[src/rtl/exu_alu_arb_if.sv]
// Handshake and ALU-side signal bundle for exu_alu_arb.
// The slave modport is the arbiter; the master modport is the requester/ALU environment.
`ifndef ISA_WIDTH
`define ISA_WIDTH 32
`endif
`ifndef ALU_FUNC_WIDTH
`define ALU_FUNC_WIDTH 4
`endif
`ifndef NO_FUNC
`define NO_FUNC 0
`endif
`ifndef ADD
`define ADD 1
`endif
`ifndef SUB
`define SUB 2
`endif
`ifndef XOR
`define XOR 3
`endif
`ifndef LESS_U
`define LESS_U 4
`endif

interface exu_alu_arb_if #(
   parameter int DATA_W = `ISA_WIDTH,
   parameter int FUNC_W = `ALU_FUNC_WIDTH
);
   logic              req_valid_0, req_valid_1;
   logic              req_ready_0, req_ready_1;
   logic [DATA_W-1:0] req_a_0, req_a_1, req_b_0, req_b_1;
   logic [FUNC_W-1:0] req_func_0, req_func_1;
   logic              resp_valid_0, resp_valid_1;
   logic              resp_ready_0, resp_ready_1;
   logic [DATA_W-1:0] resp_result;
   logic [DATA_W-1:0] alu_a, alu_b;
   logic [FUNC_W-1:0] alu_func;
   logic [DATA_W-1:0] alu_result;
   logic              last_grant;

   modport slave (
      input  req_valid_0, req_valid_1, req_a_0, req_a_1, req_b_0, req_b_1,
      input  req_func_0, req_func_1, resp_ready_0, resp_ready_1, alu_result,
      output req_ready_0, req_ready_1, resp_valid_0, resp_valid_1, resp_result,
      output alu_a, alu_b, alu_func, last_grant
   );

   modport master (
      output req_valid_0, req_valid_1, req_a_0, req_a_1, req_b_0, req_b_1,
      output req_func_0, req_func_1, resp_ready_0, resp_ready_1, alu_result,
      input  req_ready_0, req_ready_1, resp_valid_0, resp_valid_1, resp_result,
      input  alu_a, alu_b, alu_func, last_grant
   );
endinterface

[src/rtl/exu_alu_arb.sv]
// Two-requester arbiter sharing one combinational ALU, one operation in flight (IDLE/EXEC/RESP).
// Define EXU_ALU_ARB_RR_EN for round-robin on contention; otherwise requester 0 always wins.
`ifndef ISA_WIDTH
`define ISA_WIDTH 32
`endif
`ifndef ALU_FUNC_WIDTH
`define ALU_FUNC_WIDTH 4
`endif
`ifndef NO_FUNC
`define NO_FUNC 0
`endif

module exu_alu_arb #(
   parameter int DATA_W = `ISA_WIDTH,
   parameter int FUNC_W = `ALU_FUNC_WIDTH
) (
   input logic           clk,
   input logic           rst,
   exu_alu_arb_if.slave  bus
);
   localparam logic [FUNC_W-1:0] NO_FUNC_C = FUNC_W'(`NO_FUNC);

   typedef enum logic [1:0] {IDLE, EXEC, RESP} state_t;

   state_t            state, state_nxt;
   logic              last_grant;
   logic              gnt, gnt_q, accept;
   logic [DATA_W-1:0] a_q, b_q, result_q;
   logic [FUNC_W-1:0] func_q;

   // Grant index is only meaningful in IDLE; a lone valid requester always wins.
   always_comb begin
      if (bus.req_valid_0 && bus.req_valid_1) begin
`ifdef EXU_ALU_ARB_RR_EN
         gnt = ~last_grant;
`else
         gnt = 1'b0;
`endif
      end else begin
         gnt = bus.req_valid_1;
      end
   end

   always_comb begin
      state_nxt        = state;
      accept           = 1'b0;
      bus.req_ready_0  = 1'b0;
      bus.req_ready_1  = 1'b0;
      bus.resp_valid_0 = 1'b0;
      bus.resp_valid_1 = 1'b0;
      bus.alu_a        = '0;
      bus.alu_b        = '0;
      bus.alu_func     = NO_FUNC_C;
      unique case (state)
         IDLE: begin
            bus.req_ready_0 = ~gnt;
            bus.req_ready_1 = gnt;
            accept          = gnt ? bus.req_valid_1 : bus.req_valid_0;
            if (accept) state_nxt = EXEC;
         end
         EXEC: begin
            bus.alu_a    = a_q;
            bus.alu_b    = b_q;
            bus.alu_func = func_q;
            state_nxt    = RESP;
         end
         RESP: begin
            bus.resp_valid_0 = ~gnt_q;
            bus.resp_valid_1 = gnt_q;
            if (gnt_q ? bus.resp_ready_1 : bus.resp_ready_0) state_nxt = IDLE;
         end
         default: state_nxt = IDLE;
      endcase
   end

   always_ff @(posedge clk or posedge rst) begin
      if (rst) begin
         state      <= IDLE;
         last_grant <= 1'b1;
         gnt_q      <= 1'b0;
         a_q        <= '0;
         b_q        <= '0;
         func_q     <= NO_FUNC_C;
         result_q   <= '0;
      end else begin
         state <= state_nxt;
         if (accept) begin
            gnt_q      <= gnt;
            last_grant <= gnt;
            a_q        <= gnt ? bus.req_a_1    : bus.req_a_0;
            b_q        <= gnt ? bus.req_b_1    : bus.req_b_0;
            func_q     <= gnt ? bus.req_func_1 : bus.req_func_0;
         end
         if (state == EXEC) result_q <= bus.alu_result;
      end
   end

   assign bus.resp_result = result_q;
   assign bus.last_grant  = last_grant;
endmodule
[src/flat_wrapper.sv]
// flat-port wrapper written by rule: the top's interface ports become plain ports
module exu_alu_arb_flat 
#(
   parameter int DATA_W = `ISA_WIDTH,
   parameter int FUNC_W = `ALU_FUNC_WIDTH
)
  (clk, rst, bus_req_valid_0, bus_req_valid_1, bus_req_a_0, bus_req_a_1, bus_req_b_0, bus_req_b_1, bus_req_func_0, bus_req_func_1, bus_resp_ready_0, bus_resp_ready_1, bus_alu_result, bus_req_ready_0, bus_req_ready_1, bus_resp_valid_0, bus_resp_valid_1, bus_resp_result, bus_alu_a, bus_alu_b, bus_alu_func, bus_last_grant);
  exu_alu_arb_if #(.DATA_W(DATA_W), .FUNC_W(FUNC_W)) bus_i ();
  input logic clk;
  input logic rst;
  input wire logic [$bits(bus_i.req_valid_0)-1:0] bus_req_valid_0;
  input wire logic [$bits(bus_i.req_valid_1)-1:0] bus_req_valid_1;
  input wire logic [$bits(bus_i.req_a_0)-1:0] bus_req_a_0;
  input wire logic [$bits(bus_i.req_a_1)-1:0] bus_req_a_1;
  input wire logic [$bits(bus_i.req_b_0)-1:0] bus_req_b_0;
  input wire logic [$bits(bus_i.req_b_1)-1:0] bus_req_b_1;
  input wire logic [$bits(bus_i.req_func_0)-1:0] bus_req_func_0;
  input wire logic [$bits(bus_i.req_func_1)-1:0] bus_req_func_1;
  input wire logic [$bits(bus_i.resp_ready_0)-1:0] bus_resp_ready_0;
  input wire logic [$bits(bus_i.resp_ready_1)-1:0] bus_resp_ready_1;
  input wire logic [$bits(bus_i.alu_result)-1:0] bus_alu_result;
  output wire logic [$bits(bus_i.req_ready_0)-1:0] bus_req_ready_0;
  output wire logic [$bits(bus_i.req_ready_1)-1:0] bus_req_ready_1;
  output wire logic [$bits(bus_i.resp_valid_0)-1:0] bus_resp_valid_0;
  output wire logic [$bits(bus_i.resp_valid_1)-1:0] bus_resp_valid_1;
  output wire logic [$bits(bus_i.resp_result)-1:0] bus_resp_result;
  output wire logic [$bits(bus_i.alu_a)-1:0] bus_alu_a;
  output wire logic [$bits(bus_i.alu_b)-1:0] bus_alu_b;
  output wire logic [$bits(bus_i.alu_func)-1:0] bus_alu_func;
  output wire logic [$bits(bus_i.last_grant)-1:0] bus_last_grant;
  assign bus_i.req_valid_0 = bus_req_valid_0;
  assign bus_i.req_valid_1 = bus_req_valid_1;
  assign bus_i.req_a_0 = bus_req_a_0;
  assign bus_i.req_a_1 = bus_req_a_1;
  assign bus_i.req_b_0 = bus_req_b_0;
  assign bus_i.req_b_1 = bus_req_b_1;
  assign bus_i.req_func_0 = bus_req_func_0;
  assign bus_i.req_func_1 = bus_req_func_1;
  assign bus_i.resp_ready_0 = bus_resp_ready_0;
  assign bus_i.resp_ready_1 = bus_resp_ready_1;
  assign bus_i.alu_result = bus_alu_result;
  assign bus_req_ready_0 = bus_i.req_ready_0;
  assign bus_req_ready_1 = bus_i.req_ready_1;
  assign bus_resp_valid_0 = bus_i.resp_valid_0;
  assign bus_resp_valid_1 = bus_i.resp_valid_1;
  assign bus_resp_result = bus_i.resp_result;
  assign bus_alu_a = bus_i.alu_a;
  assign bus_alu_b = bus_i.alu_b;
  assign bus_alu_func = bus_i.alu_func;
  assign bus_last_grant = bus_i.last_grant;
  exu_alu_arb #(.DATA_W(DATA_W), .FUNC_W(FUNC_W)) u_core (.clk(clk), .rst(rst), .bus(bus_i));
endmodule
[config.mk]
export PLATFORM = sky130hd
export DESIGN_NAME = exu_alu_arb_flat
export DESIGN_NICKNAME = d
export VERILOG_FILES = /design/src/rtl/exu_alu_arb_if.sv /design/src/rtl/exu_alu_arb.sv /design/src/flat_wrapper.sv
export SDC_FILE = /design/constraint.sdc
export NUM_CORES = 1
export LEC_CHECK = 0
export CAP_MARGIN = 10
export CELL_PAD_IN_SITES_DETAIL_PLACEMENT = 0
export CELL_PAD_IN_SITES_GLOBAL_PLACEMENT = 2
export CORE_ASPECT_RATIO = 1.1
export CORE_MARGIN = 5
export CORE_UTILIZATION = 23
export DETAILED_ROUTE_END_ITERATION = 16
export HOLD_SLACK_MARGIN = 0.12
export PLACE_DENSITY = 0.87
export SLEW_MARGIN = 20
export SYNTH_ARGS = -nofsm -noshare
export SYNTH_HDL_FRONTEND = slang
export SYNTH_SLANG_ARGS = --single-unit
[constraint.sdc]
create_clock -name clk -period 3 [get_ports clk]
set_input_delay 0.3 -clock clk [delete_from_list [all_inputs] [get_ports clk]]
set_output_delay 0.3 -clock clk [all_outputs]
set_load 0.02 [all_outputs]
# Word-level counts from Yosys, hierarchy flattened
# Cells that the tools add are included.
# op_classes
n_eq_ne,4
n_mux,17
n_bitwise,2
reduce_logical,3
# op_table
cell,n
32-bit 2-to-1 mux,4
1-bit 2-to-1 mux,8
4-bit 2-to-1 mux,2
2-bit one-hot mux with 3 select lines,1
2-bit 2-to-1 mux,2
"2-bit by 1-bit inequality test with 1-bit output, second input constant",2
"2-bit by 1-bit == test with 1-bit output, second input constant",1
"2-bit == test, second input constant",1
2-bit zero test,1
1-bit NOT,2
2-bit AND reduction,1
1-bit logical AND,1
# word_totals
register_bits,104
in_bits,174
output_inout_bits,105
word_cells,33

# Longest topological paths before layout
# Gate-level depths: netlist (run 1).
# logic_depth
depth_word,5
ltp_mapped,6
mapped_depth_nobuf,3

# Worst setup path before layout (run 1)
# No wires, ideal clock.
# synth_timing
path_kind,flip-flop to flip-flop
startpoint,register u_core.state[0]
endpoint,register u_core.a_q[20]
setup_time_ns,0.125
t_arrival_ns,1.411
required_time_ns,2.875
setup_slack_ns,1.464
stages_incl_launch_ff,7
n_path_buf,3
period_less_slack_ns,1.536
cell_sequence,dfrtp_1 -> nor2_2 -> o21a_1 -> buf_4 -> buf_6 -> buf_6 -> mux2_4
# synth_via
elab_chain_len,2
# synth_rtl
item,line,text
start: declaration,exu_alu_arb.sv:25,"state_t state, state_nxt;"
start signal: assignment,exu_alu_arb.sv:86,state <= state_nxt;
2-bit zero test,exu_alu_arb.sv:54,unique case (state)
1-bit 2-to-1 mux,exu_alu_arb.sv:54,
end signal: assignment,exu_alu_arb.sv:90,a_q <= gnt ? bus.req_a_1 : bus.req_a_0;
end: declaration,exu_alu_arb.sv:28,"logic [DATA_W-1:0] a_q, b_q, result_q;"
# No other way between the ends.
# A chain may end at the register's enable or synchronous reset.

# Worst setup path after layout (run 1)
# layout_timing
startpoint,register u_core.state[0]
endpoint,output port bus_alu_a[31]
# layout_via
elab_chain_len,2
# layout_rtl
item,line,text
2-bit by 1-bit == test with 1-bit output,exu_alu_arb.sv:54,
32-bit 2-to-1 mux,exu_alu_arb.sv:54,
end: declaration,flat_wrapper.sv:27,output wire logic [$bits(bus_i.alu_a)-1:0] bus_alu_a;
# No other way between the ends.

==> impl_metrics.prom, run 1 <==
# TYPE chip_impl_metric gauge
chip_impl_metric{name="slew_at_the_pin_closest_to_its_max_slew_limit",unit="ps"} 583.7
chip_impl_metric{name="power_per_cell_area",unit="nW/µm²"} 882.0
chip_impl_metric{name="hold_buffers",unit=""} 0
chip_impl_metric{name="static-leakage-power",unit="µW"} 0.003692
chip_impl_metric{name="die-area",unit="µm²"} 27020
chip_impl_metric{name="htree_num_levels",unit=""} 3
chip_impl_metric{name="synthToLayoutAreaGrowth",unit="%"} 61.29
chip_impl_metric{name="final_net_count",unit=""} 827
chip_impl_metric{name="timing.max_cap.violations",unit=""} 0
chip_impl_metric{name="syn_avg_cell_area",unit="µm²"} 14.27
chip_impl_info{name="hold_path_class",value="in -> async"} 1
chip_impl_metric{name="slew_headroom",unit="%"} 61.08
chip_impl_info{name="yosys-top-cells-area",value="sky130_fd_sc_hd__dfrtp_1, sky130_fd_sc_hd__mux2_2, sky130_fd_sc_hd__mux2_4"} 1
chip_impl_metric{name="width_of_the_die",unit="µm"} 157.2
chip_impl_metric{name="clock_insertion_delay_worst_skew",unit="ps"} 350
chip_impl_metric{name="grt_first_pass_wirelength",unit="µm"} 23720
chip_impl_metric{name="r2r.worst_path.cells",unit=""} 4
chip_impl_metric{name="vias",unit=""} 3934
chip_impl_metric{name="final-setup-viol-count",unit=""} 0
chip_impl_metric{name="post_synth_instance_area",unit="µm²"} 5482
chip_impl_metric{name="layout_min_cycle_time",unit="ps"} 2507
chip_impl_info{name="ctsRootBufferMaster",value="sky130_fd_sc_hd__clkbuf_16"} 1
chip_impl_metric{name="maxSlewViolCount",unit=""} 0
chip_impl_metric{name="post_cts.resized_instances",unit=""} 0
chip_impl_info{name="tritoncts",value="done"} 1
chip_impl_metric{name="clkSlewWorstSetupHoldPaths",unit="ps"} 70
chip_impl_metric{name="critPathArrivalTime",unit="ps"} 2210
chip_impl_metric{name="fp.coreArea",unit="µm²"} 23550
chip_impl_metric{name="drt-total-wl",unit="µm"} 15830
chip_impl_metric{name="total_power",unit="µW"} 7798
chip_impl_metric{name="postCtsSetupBuffers",unit=""} 0
chip_impl_metric{name="syn-instance-count",unit=""} 384
chip_impl_info{name="critical_path.reg2reg.endpoint",value="u_core.func_q[0]"} 1
chip_impl_metric{name="clock_sinks",unit=""} 104
chip_impl_metric{name="total_clock_buffers_created_by_cts",unit=""} 9
chip_impl_metric{name="timing.critical_path.required",unit="ps"} 2700
chip_impl_info{name="critical_path.startpoint_type",value="register"} 1
chip_impl_metric{name="detailedPlacementHpwl",unit="µm"} 11780
chip_impl_metric{name="antenna_cells",unit=""} 0
chip_impl_metric{name="synthDistinctLibCells",unit=""} 19
chip_impl_metric{name="length_of_the_first_detailed_routing_pass_in_iterations",unit=""} 4
chip_impl_metric{name="ant_nets",unit=""} 0
chip_impl_metric{name="critical_path_peak_fanout",unit=""} 41
chip_impl_info{name="run_status",value="complete, no violations"} 1
chip_impl_metric{name="synth_sequential_area_ratio",unit="%"} 47.50
chip_impl_metric{name="hold_viol",unit=""} 0
chip_impl_info{name="synth_largest_area_cell",value="sky130_fd_sc_hd__dfrtp_1"} 1
chip_impl_metric{name="grt_overflow",unit=""} 0
chip_impl_metric{name="cts_max_path_buffers",unit=""} 2
chip_impl_metric{name="period_share",unit="%"} 83.57
chip_impl_metric{name="post_route_cells_drive_above_1_share",unit="%"} 28.72
chip_impl_metric{name="grt_max_degree",unit=""} 105
chip_impl_metric{name="rows",unit=""} 59
chip_impl_metric{name="postLayoutCoreUtil",unit="%"} 37.54
chip_impl_info{name="cp-end-kind",value="output port"} 1
chip_impl_metric{name="grt.total_usage",unit="%"} 11.28
chip_impl_info{name="rsz0062_at_grt",value="false"} 1
chip_impl_info{name="critical_path_class",value="reg -> out"} 1
chip_impl_metric{name="total_nets_after_synthesis",unit=""} 558
chip_impl_metric{name="routability_congestion_estimate_from_global_placement",unit=""} 0.6941
chip_impl_metric{name="grt_antenna_before_repair",unit=""} 2
chip_impl_metric{name="io_pins",unit=""} 279
chip_impl_metric{name="drt-wirelength-per-cell",unit="µm"} 16.44
chip_impl_metric{name="vdd_ir_drop_max",unit="V"} 0.0004085
chip_impl_metric{name="fin_tns_setup",unit="ps"} 0
chip_impl_metric{name="synth_register_bits",unit=""} 104
chip_impl_metric{name="ys_warn_count",unit=""} 0
chip_impl_metric{name="drt_drc",unit=""} 0
chip_impl_metric{name="avgViaCountPerCell",unit=""} 4.085
chip_impl_metric{name="max_clock_freq",unit="MHz"} 398.9
chip_impl_metric{name="via_count_of_the_first_global_routing_pass",unit=""} 4165
chip_impl_metric{name="reg2reg_setup_slack",unit="ps"} 1110
chip_impl_metric{name="yosysTopAreaCellShare",unit="%"} 47.02
chip_impl_metric{name="buffer_ports.inserted",unit=""} 278
chip_impl_metric{name="drt_iter0_drc",unit=""} 106
chip_impl_metric{name="die_height",unit="µm"} 171.9
chip_impl_metric{name="final.setup_skew",unit="ps"} 12.57
chip_impl_info{name="critical_path.reg2reg.startpoint",value="u_core.state[1]"} 1
chip_impl_metric{name="initial_utilization",unit="%"} 23.28
-- area by class of cell --
type                       instances  area, µm²
clock buffer                      11      242.7
clock inverter                     5      40.04
fill                            2309      14710
inverter                           2      11.26
multi-input combinational        251       2689
sequential                       104       2604
tap                              305      381.6
timing repair buffer             285       2873
-- power breakdown --
group          leakage (µW)  internal (µW)  total, µW  switching, µW
clock              0.000140            595       1150            552
combinational       0.00233           2340       4180           1850
sequential          0.00122           2130       2470            334
total               0.00369           5070       7800           2730
-- state kept, by name (all words and copies together) (netlist names) --
register                count
u_core.state                2
u_core.b_q                 32
u_core.gnt_q                1
u_core.func_q               4
u_core.bus.resp_result     32
u_core.bus.last_grant       1
u_core.a_q                 32
-- metal layers --
metal / vias to the layer above / routed length, µm / global-route usage (%)
met1: 1890 / 6400 / 13.50
met4: 4 / 173 / 2.581
li1: 1855 / - / -
met5: - / 21 / 0
met3: 13 / 1750 / 4.931
met2: 172 / 7483 / 18.80
-- layout by cell type, fill, tap and decap left out --
cell | Yosys | routed
sky130_fd_sc_hd__a21oi_1 | 4 | 4
sky130_fd_sc_hd__dfrtp_1 | 103 | 103
sky130_fd_sc_hd__nor2_1 | 2 | 2
sky130_fd_sc_hd__clkinvlp_4 | 0 | 1
sky130_fd_sc_hd__inv_6 | 0 | 2
sky130_fd_sc_hd__clkinv_4 | 0 | 2
sky130_fd_sc_hd__clkbuf_16 | 0 | 9
sky130_fd_sc_hd__mux2_4 | 69 | 69
sky130_fd_sc_hd__and2_1 | 69 | 69
sky130_fd_sc_hd__o21a_4 | 0 | 1
sky130_fd_sc_hd__nand2b_1 | 2 | 1
sky130_fd_sc_hd__nand2b_4 | 0 | 1
sky130_fd_sc_hd__clkinv_2 | 0 | 1
sky130_fd_sc_hd__nor3_1 | 1 | 1
sky130_fd_sc_hd__nor2b_4 | 0 | 1
sky130_fd_sc_hd__dfstp_2 | 1 | 1
sky130_fd_sc_hd__clkbuf_1 | 7 | 1
sky130_fd_sc_hd__o21bai_1 | 1 | 1
sky130_fd_sc_hd__mux2_1 | 8 | 8
sky130_fd_sc_hd__buf_4 | 6 | 4
sky130_fd_sc_hd__mux2_2 | 92 | 92
sky130_fd_sc_hd__nor2_2 | 1 | 1
sky130_fd_sc_hd__inv_1 | 2 | 1
sky130_fd_sc_hd__clkbuf_8 | 0 | 1
sky130_fd_sc_hd__clkdlybuf4s50_1 | 0 | 278
sky130_fd_sc_hd__buf_12 | 0 | 3
-- how the worst max path moves through the flow --
stage	cells past startpoint	start	slack, ps	endpoint
final	4	u_core.state[0]	490	bus_alu_a[31]
after detailed placement	4	bus_req_valid_1	620	bus_req_ready_1
after floorplan	1	rst	1460	u_core.a_q[0]
after global placement	5	bus_req_valid_0	640	u_core.b_q[11]
after CTS	4	u_core.state[0]	410	bus_alu_b[27]
after global routing	4	u_core.state[0]	350	bus_alu_b[27]
-- through the flow --
step,instance area [µm²],instances,hold WS (ps),setup WS (ps)
final,8841,963,484.2,492.9
after global routing,8841,963,516.7,345.0
after CTS,8841,963,498.1,409.4
after detailed placement,8558,947,487.2,620.5
after global placement,8558,947,480.3,641.9
after floorplan,5485,384,351.2,1455
-- worst max-delay path: stages (launching register included) --
cell and delay, ps:
sky130_fd_sc_hd__dfrtp_1 420, sky130_fd_sc_hd__nor2b_4 180, sky130_fd_sc_hd__buf_4 350, sky130_fd_sc_hd__and2_1 260
sky130_fd_sc_hd__clkdlybuf4s50_1 630
-- Yosys cell counts (all sizes together) --
master and number:
nor2b 1, buf 20, nand2b 2, o21a 1, o21bai 1, dfrtp 103, nor3 1, inv 2
and2 69, nor2 3, mux2 169, a21oi 4, dfstp 1, clkbuf 7
-- cell families after synthesis --
family | share of synthesized area (%)
AOI/OAI and AO/OA | 0.6392
buffers and inverters | 3.858
DFF | 47.50
muxes | 39.44
and+or+nand+nor | 8.560
Power figures use the tool's default switching activity.
==> run 2, diff against run 1 <==
clock period = 2.12 ns   (was 3 ns; I/O delays follow)
==> run 2 against run 1 <==
Utilization increased by 0.57 points. Critical endpoint is now bus_alu_b[25]. Critical path depth up 1. Routed wire length grew 0.11%. Combinational power up 42%. Sequential share of layout area shrank 0.44 points. Register-to-register slack lost 620 ps. Sequential power up 41%. Final area is 1.5% higher. Critical path type unchanged. Power grew 43%.
==> impl_metrics.prom, run 2 (synthesis gave the netlist of run 1 again) <==
# TYPE chip_impl_metric gauge
chip_impl_metric{name="post_route_cells_drive_above_1_share",unit="%"} 32.63
chip_impl_metric{name="final_net_count",unit=""} 836
chip_impl_metric{name="length_of_the_first_detailed_routing_pass_in_iterations",unit=""} 3
chip_impl_metric{name="die-area",unit="µm²"} 27020
chip_impl_metric{name="drt-total-wl",unit="µm"} 15850
chip_impl_metric{name="ant_nets",unit=""} 0
chip_impl_metric{name="cts_max_path_buffers",unit=""} 2
chip_impl_metric{name="timing.critical_path.required",unit="ps"} 1910
chip_impl_metric{name="slew_at_the_pin_closest_to_its_max_slew_limit",unit="ps"} 338.9
chip_impl_metric{name="nFillCells",unit=""} 2323
chip_impl_metric{name="htree_num_levels",unit=""} 3
chip_impl_metric{name="routability_congestion_estimate_from_global_placement",unit=""} 0.6759
chip_impl_metric{name="static-leakage-power",unit="µW"} 0.003996
chip_impl_metric{name="fin_tns_setup",unit="ps"} 0
chip_impl_metric{name="drt_drc",unit=""} 0
chip_impl_metric{name="final_hold_slack",unit="ps"} 322.1
chip_impl_info{name="final_common_cell",value="sky130_fd_sc_hd__clkdlybuf4s50_1"} 1
chip_impl_metric{name="hold_buffers",unit=""} 0
chip_impl_metric{name="multi_input_area",unit="µm²"} 2689
chip_impl_metric{name="total_clock_buffers_created_by_cts",unit=""} 9
chip_impl_metric{name="clkSlewWorstSetupHoldPaths",unit="ps"} 70
chip_impl_metric{name="clock_insertion_delay_worst_skew",unit="ps"} 340
chip_impl_metric{name="drt-wirelength-per-cell",unit="µm"} 16.34
chip_impl_info{name="cp-end-kind",value="output port"} 1
chip_impl_metric{name="period_share",unit="%"} 93.66
chip_impl_metric{name="grt_max_degree",unit=""} 54
chip_impl_metric{name="timing.max_cap.violations",unit=""} 0
chip_impl_metric{name="grt_antenna_before_repair",unit=""} 1
chip_impl_metric{name="rows",unit=""} 59
chip_impl_info{name="rsz0062_at_grt",value="false"} 1
chip_impl_metric{name="timing.critical_path.slowest_cell_delay",unit="ps"} 410
chip_impl_info{name="tritoncts",value="done"} 1
chip_impl_metric{name="fp.coreArea",unit="µm²"} 23550
chip_impl_info{name="critical_path.startpoint_type",value="register"} 1
chip_impl_metric{name="grt_first_pass_wirelength",unit="µm"} 23360
chip_impl_metric{name="slew_headroom",unit="%"} 77.41
chip_impl_metric{name="synthToLayoutAreaGrowth",unit="%"} 63.73
chip_impl_metric{name="detailedPlacementHpwl",unit="µm"} 11790
chip_impl_metric{name="final.setup_skew",unit="ps"} 11.20
chip_impl_info{name="critical_path_class",value="reg -> out"} 1
chip_impl_info{name="cells_traversed_along_the_worst_timing_path",value="nor2b_4, buf_4, buf_12, and2_1, dlygate4sd2_1"} 1
chip_impl_metric{name="critPathArrivalTime",unit="ps"} 1770
chip_impl_metric{name="clock_sinks",unit=""} 104
chip_impl_metric{name="hold_viol",unit=""} 0
chip_impl_metric{name="layout_min_cycle_time",unit="ps"} 1986
chip_impl_metric{name="seqCellArea",unit="µm²"} 2604
chip_impl_metric{name="critical_path_peak_fanout",unit=""} 23
chip_impl_metric{name="drt_iter0_drc",unit=""} 84
chip_impl_metric{name="max_clock_freq",unit="MHz"} 503.6
chip_impl_info{name="ctsRootBufferMaster",value="sky130_fd_sc_hd__clkbuf_16"} 1
chip_impl_metric{name="antenna_cells",unit=""} 0
chip_impl_metric{name="avgViaCountPerCell",unit=""} 4.093
chip_impl_metric{name="power_per_cell_area",unit="nW/µm²"} 1240
chip_impl_metric{name="vias",unit=""} 3970
chip_impl_metric{name="maxSlewViolCount",unit=""} 0
chip_impl_metric{name="vdd_ir_drop_max",unit="V"} 0.0006675
chip_impl_info{name="run_status",value="complete, no violations"} 1
chip_impl_metric{name="grt.total_usage",unit="%"} 11.19
chip_impl_metric{name="die_height",unit="µm"} 171.9
chip_impl_metric{name="initial_utilization",unit="%"} 23.28
chip_impl_metric{name="final-setup-viol-count",unit=""} 0
chip_impl_metric{name="grt_overflow",unit=""} 0
chip_impl_info{name="hold_path_class",value="in -> async"} 1
chip_impl_metric{name="width_of_the_die",unit="µm"} 157.2
chip_impl_metric{name="io_pins",unit=""} 279
chip_impl_info{name="final_cell_mix",value="sky130_fd_sc_hd__clkdlybuf4s50_1, sky130_fd_sc_hd__dfrtp_1, sky130_fd_sc_hd__mux2_2"} 1
chip_impl_info{name="crit_path_top_delay_cell",value="sky130_fd_sc_hd__dfrtp_1"} 1
chip_impl_metric{name="via_count_of_the_first_global_routing_pass",unit=""} 4140
chip_impl_metric{name="buffer_ports.inserted",unit=""} 278
## run 2: changes by cell type in the layout (fill, tap and decap cells not counted), sizes merged
cell           delta
clkbuf            -1
clkinv            -2
bufbuf            +2
clkdlybuf4s15    +18
buf               +9
inv               -1
clkdlybuf4s50    -69
dlymetal6s2s      +1
bufinv            +1
dlygate4sd2      +48
clkinvlp          +1
## run 2: repair_timing
action,4_1_cts,5_1_grt
setup buffers,2,1
endpoints found under the setup margin,68,19
resized for setup,110,1
pin swaps,0,0
cloned,2,0
## run 2: power breakdown
part           internal [µW]  switching, µW  total, µW
combinational           3270           2650       5930
clock                    943            759       1700
sequential              3020            473       3490
total                   7240           3890      11100
## run 2: stage by stage
step | worst slack [ps] | util (%) | total power [µW] | instance area (µm²) | cells
2_1_floorplan | 584.3 | - | 7021 | 5485 | 384
3_3_place_gp | 147.5 | 36.68 | 9594 | 8638 | 951
3_5_place_dp | 149.7 | 36.68 | 9671 | 8638 | 951
4_1_cts | 5.621 | 38.07 | 11370 | 8965 | 969
5_1_grt | 5.522 | 38.11 | 11870 | 8975 | 970
6_report | 134.3 | 38.11 | 11120 | 8975 | 970
## run 2: cell type report
| class | instances | area share [%] |
|---|---|---|
| tap | 305 | 4.252 |
| timing repair buffer | 294 | 33.38 |
| sequential | 104 | 29.01 |
| inverter | 2 | 0.1255 |
| clock buffer | 10 | 2.663 |
| multi-input combinational | 251 | 29.96 |
| clock inverter | 4 | 0.6134 |
## run 2: final timing paths
check,startpoint,to,slack (ps),cells after the start
min,rst,u_core.b_q[28],320,3
min reg2reg,u_core.a_q[12],u_core.a_q[12],500,1
max reg2reg,u_core.state[0],u_core.b_q[11],490,4
min in group clk,bus_alu_result[11],u_core.bus.resp_result[11],480,2
max,u_core.state[0],bus_alu_b[25],130,5
max in group asynchronous,rst,u_core.bus.last_grant,1480,3
## run 2: critical path, delay by kind of cell (launching register included)
family / cells / cell delay [ps]
flip-flops: 1 / 410
AND/OR/NAND/NOR: 2 / 350
buffers and inverters: 3 / 660
## run 2: per-layer routing
| metal | up-vias | share of wire (%) | GRT usage (%) | wire (µm) |
|---|---|---|---|---|
| li1 | 1878 | - | - | - |
| met2 | 174 | 49 | 19.17 | 7708 |
| met1 | 1901 | 40 | 13.15 | 6259 |
| met5 | - | 0.044 | 0 | 7 |
| met3 | 15 | 11 | 4.431 | 1707 |
| met4 | 2 | 1.0 | 2.806 | 163 |
==> run 3, diff against run 2 <==
CORE_UTILIZATION = 36   (was 23)
DONT_BUFFER_PORTS = 1   (was not set)
PLACE_DENSITY = 0.85   (was 0.87)
==> run 3 against run 2 <==
Final cell count fell by 35%. Register-to-register slack got worse by 110 ps. Via count fell by 21%. Global-route usage rose by 2.9 points. Clock skew fell by 2.5 ps. Combinational power fell by 38%. Critical path type unchanged. Largest power group is now sequential cells.
==> impl_metrics.prom, run 3 (synthesis gave the netlist of run 1 again) <==
# TYPE chip_impl_metric gauge
chip_impl_metric{name="grt_overflow",unit=""} 0
chip_impl_metric{name="r2r.worst_path.cells",unit=""} 4
chip_impl_metric{name="total_power",unit="µW"} 9244
chip_impl_metric{name="slew_at_the_pin_closest_to_its_max_slew_limit",unit="ps"} 540.2
chip_impl_metric{name="initial_utilization",unit="%"} 36.55
chip_impl_metric{name="layout_min_cycle_time",unit="ps"} 1901
chip_impl_metric{name="post_route_cells_drive_above_1_share",unit="%"} 43.85
chip_impl_info{name="final_cell_mix",value="sky130_fd_sc_hd__dfrtp_1, sky130_fd_sc_hd__mux2_2, sky130_fd_sc_hd__mux2_4, sky130_fd_sc_hd__and2_1, sky130_fd_sc_hd__dlygate4sd3_1"} 1
chip_impl_metric{name="timing.critical_path.required",unit="ps"} 1910
chip_impl_info{name="crit_path_top_delay_cell",value="sky130_fd_sc_hd__dfrtp_1"} 1
chip_impl_metric{name="hold_buffers",unit=""} 52
chip_impl_metric{name="drt_iter0_drc",unit=""} 97
chip_impl_metric{name="via_count_of_the_first_global_routing_pass",unit=""} 3589
chip_impl_info{name="final_common_cell",value="sky130_fd_sc_hd__dfrtp_1"} 1
chip_impl_metric{name="timing.critical_path.slowest_cell_delay",unit="ps"} 440
chip_impl_metric{name="hold_viol",unit=""} 0
chip_impl_metric{name="postCtsSetupBuffers",unit=""} 0
chip_impl_metric{name="clock_insertion_delay_worst_skew",unit="ps"} 340
chip_impl_info{name="cp-end-kind",value="output port"} 1
chip_impl_metric{name="vias",unit=""} 3146
chip_impl_metric{name="rows",unit=""} 47
chip_impl_metric{name="non_filler_instance_count_after_layout",unit=""} 627
chip_impl_metric{name="timing.max_cap.violations",unit=""} 0
chip_impl_metric{name="final_net_count",unit=""} 601
chip_impl_metric{name="antenna_cells",unit=""} 0
chip_impl_metric{name="placedCellCount",unit=""} 560
chip_impl_metric{name="max_clock_freq",unit="MHz"} 525.9
chip_impl_metric{name="min_path_cells",unit=""} 2
chip_impl_info{name="run_status",value="complete, no violations"} 1
chip_impl_info{name="hold_path_class",value="in -> reg"} 1
chip_impl_metric{name="clkSlewWorstSetupHoldPaths",unit="ps"} 70
chip_impl_metric{name="fp.coreArea",unit="µm²"} 15000
chip_impl_metric{name="grt_max_degree",unit=""} 102
chip_impl_info{name="critical_path.reg2reg.endpoint",value="u_core.b_q[17]"} 1
chip_impl_metric{name="drt-wirelength-per-cell",unit="µm"} 20.75
chip_impl_metric{name="die_height",unit="µm"} 139.4
chip_impl_info{name="startpoint",value="u_core.state[1]"} 1
chip_impl_metric{name="htree_num_levels",unit=""} 3
chip_impl_metric{name="critPathArrivalTime",unit="ps"} 1690
chip_impl_metric{name="final.setup_skew",unit="ps"} 8.720
chip_impl_metric{name="power_per_cell_area",unit="nW/µm²"} 1435
chip_impl_metric{name="avgViaCountPerCell",unit=""} 5.018
chip_impl_metric{name="length_of_the_first_detailed_routing_pass_in_iterations",unit=""} 3
chip_impl_metric{name="clock_sinks",unit=""} 104
chip_impl_metric{name="drt_drc",unit=""} 0
chip_impl_metric{name="synthToLayoutAreaGrowth",unit="%"} 17.53
chip_impl_metric{name="period_share",unit="%"} 89.69
chip_impl_metric{name="post_cts.resized_instances",unit=""} 0
chip_impl_info{name="cells_traversed_along_the_worst_timing_path",value="nor2b_4, buf_12, and2_1"} 1
chip_impl_info{name="critical_path.startpoint_type",value="register"} 1
chip_impl_metric{name="static-leakage-power",unit="µW"} 0.002839
chip_impl_metric{name="slew_headroom",unit="%"} 63.98
chip_impl_metric{name="place_ws",unit="ps"} 360.4
chip_impl_metric{name="die-area",unit="µm²"} 17800
chip_impl_metric{name="grt.total_usage",unit="%"} 14.11
chip_impl_info{name="critPathCapture",value="bus_alu_a[6]"} 1
chip_impl_info{name="ctsRootBufferMaster",value="sky130_fd_sc_hd__clkbuf_16"} 1
chip_impl_metric{name="routability_congestion_estimate_from_global_placement",unit=""} 0.7153
chip_impl_metric{name="detailedPlacementHpwl",unit="µm"} 9146
chip_impl_metric{name="io_pins",unit=""} 279
chip_impl_metric{name="critical_path_peak_fanout",unit=""} 101
chip_impl_metric{name="reg2reg_setup_slack",unit="ps"} 380
chip_impl_metric{name="vdd_ir_drop_max",unit="V"} 0.0006207
chip_impl_metric{name="ant_nets",unit=""} 0
chip_impl_metric{name="width_of_the_die",unit="µm"} 127.7
chip_impl_metric{name="fin_tns_setup",unit="ps"} 0
chip_impl_metric{name="grt_antenna_before_repair",unit=""} 0
chip_impl_info{name="critical_path_class",value="reg -> out"} 1
chip_impl_metric{name="cts_max_path_buffers",unit=""} 2
chip_impl_metric{name="drt-total-wl",unit="µm"} 13010
chip_impl_metric{name="final_hold_slack",unit="ps"} 140.3
chip_impl_info{name="critical_path.reg2reg.startpoint",value="u_core.state[1]"} 1
chip_impl_metric{name="buffer_ports.inserted",unit=""} 0
chip_impl_info{name="rsz0062_at_grt",value="false"} 1
chip_impl_metric{name="grt_first_pass_wirelength",unit="µm"} 19820
chip_impl_metric{name="postLayoutSetupSlackWorst",unit="ps"} 218.6
chip_impl_metric{name="final-setup-viol-count",unit=""} 0
chip_impl_metric{name="total_clock_buffers_created_by_cts",unit=""} 9
chip_impl_info{name="tritoncts",value="done"} 1
chip_impl_metric{name="maxSlewViolCount",unit=""} 0
run 3: cell types whose count changed in the layout (fill, tap and decap cells not counted), moves of 2 or more:
cell,delta
sky130_fd_sc_hd__clkdlybuf4s15_2,-18
sky130_fd_sc_hd__clkdlybuf4s50_1,-209
sky130_fd_sc_hd__buf_12,-3
sky130_fd_sc_hd__buf_4,-4
sky130_fd_sc_hd__clkinvlp_4,+2
sky130_fd_sc_hd__dlygate4sd3_1,+52
sky130_fd_sc_hd__dlygate4sd2_1,-48
sky130_fd_sc_hd__bufbuf_16,-2
sky130_fd_sc_hd__buf_2,-2
run 3: critical path, delay by kind of cell (launching register included):
family | cells | cell delay [ps]
buffers and inverters | 1 | 290
DFF | 1 | 440
and+or+nand+nor | 2 | 480
run 3: worst min path at each step:
stage / slack (ps) / end / from
finish: 140 / u_core.a_q[25] / bus_req_a_0[25]
global route: 130 / u_core.a_q[16] / bus_req_a_0[16]
CTS: 120 / u_core.b_q[26] / bus_req_b_1[26]
detailed placement: 80 / u_core.a_q[28] / rst
global placement: 70 / u_core.bus.resp_result[7] / rst
floorplan: 260 / u_core.bus.last_grant / bus_req_valid_0
run 3: final cells by class:
type | instances | area, µm²
repair buffers | 59 | 623.1
inverters | 2 | 11.26
multi-input cells | 251 | 2689
clock buffers | 9 | 225.2
fillers | 1343 | 8553
well taps | 196 | 245.2
flip-flops and latches | 104 | 2604
clock inverters | 6 | 45.04
run 3: layer usage:
metal,vias up,GRT usage (%),routed length (µm)
met1,1528,15.50,4857
met2,192,24.54,6494
met3,21,5.864,1400
met5,-,0,0
li1,1405,-,-
met4,0,4.749,260
run 3: power by group:
group          internal (µW)  switching (µW)  total (µW)
combinational           1810            1860        3680
clock                    797             747        1540
sequential              3020            1000        4020
run 3: metrics by stage:
stage                     area, µm²  util, %
after detailed placement       5652    37.69
after global routing           6442    42.96
final                          6442    42.96
after global placement         5652    37.69
after floorplan                5485        -
after CTS                      6442    42.96
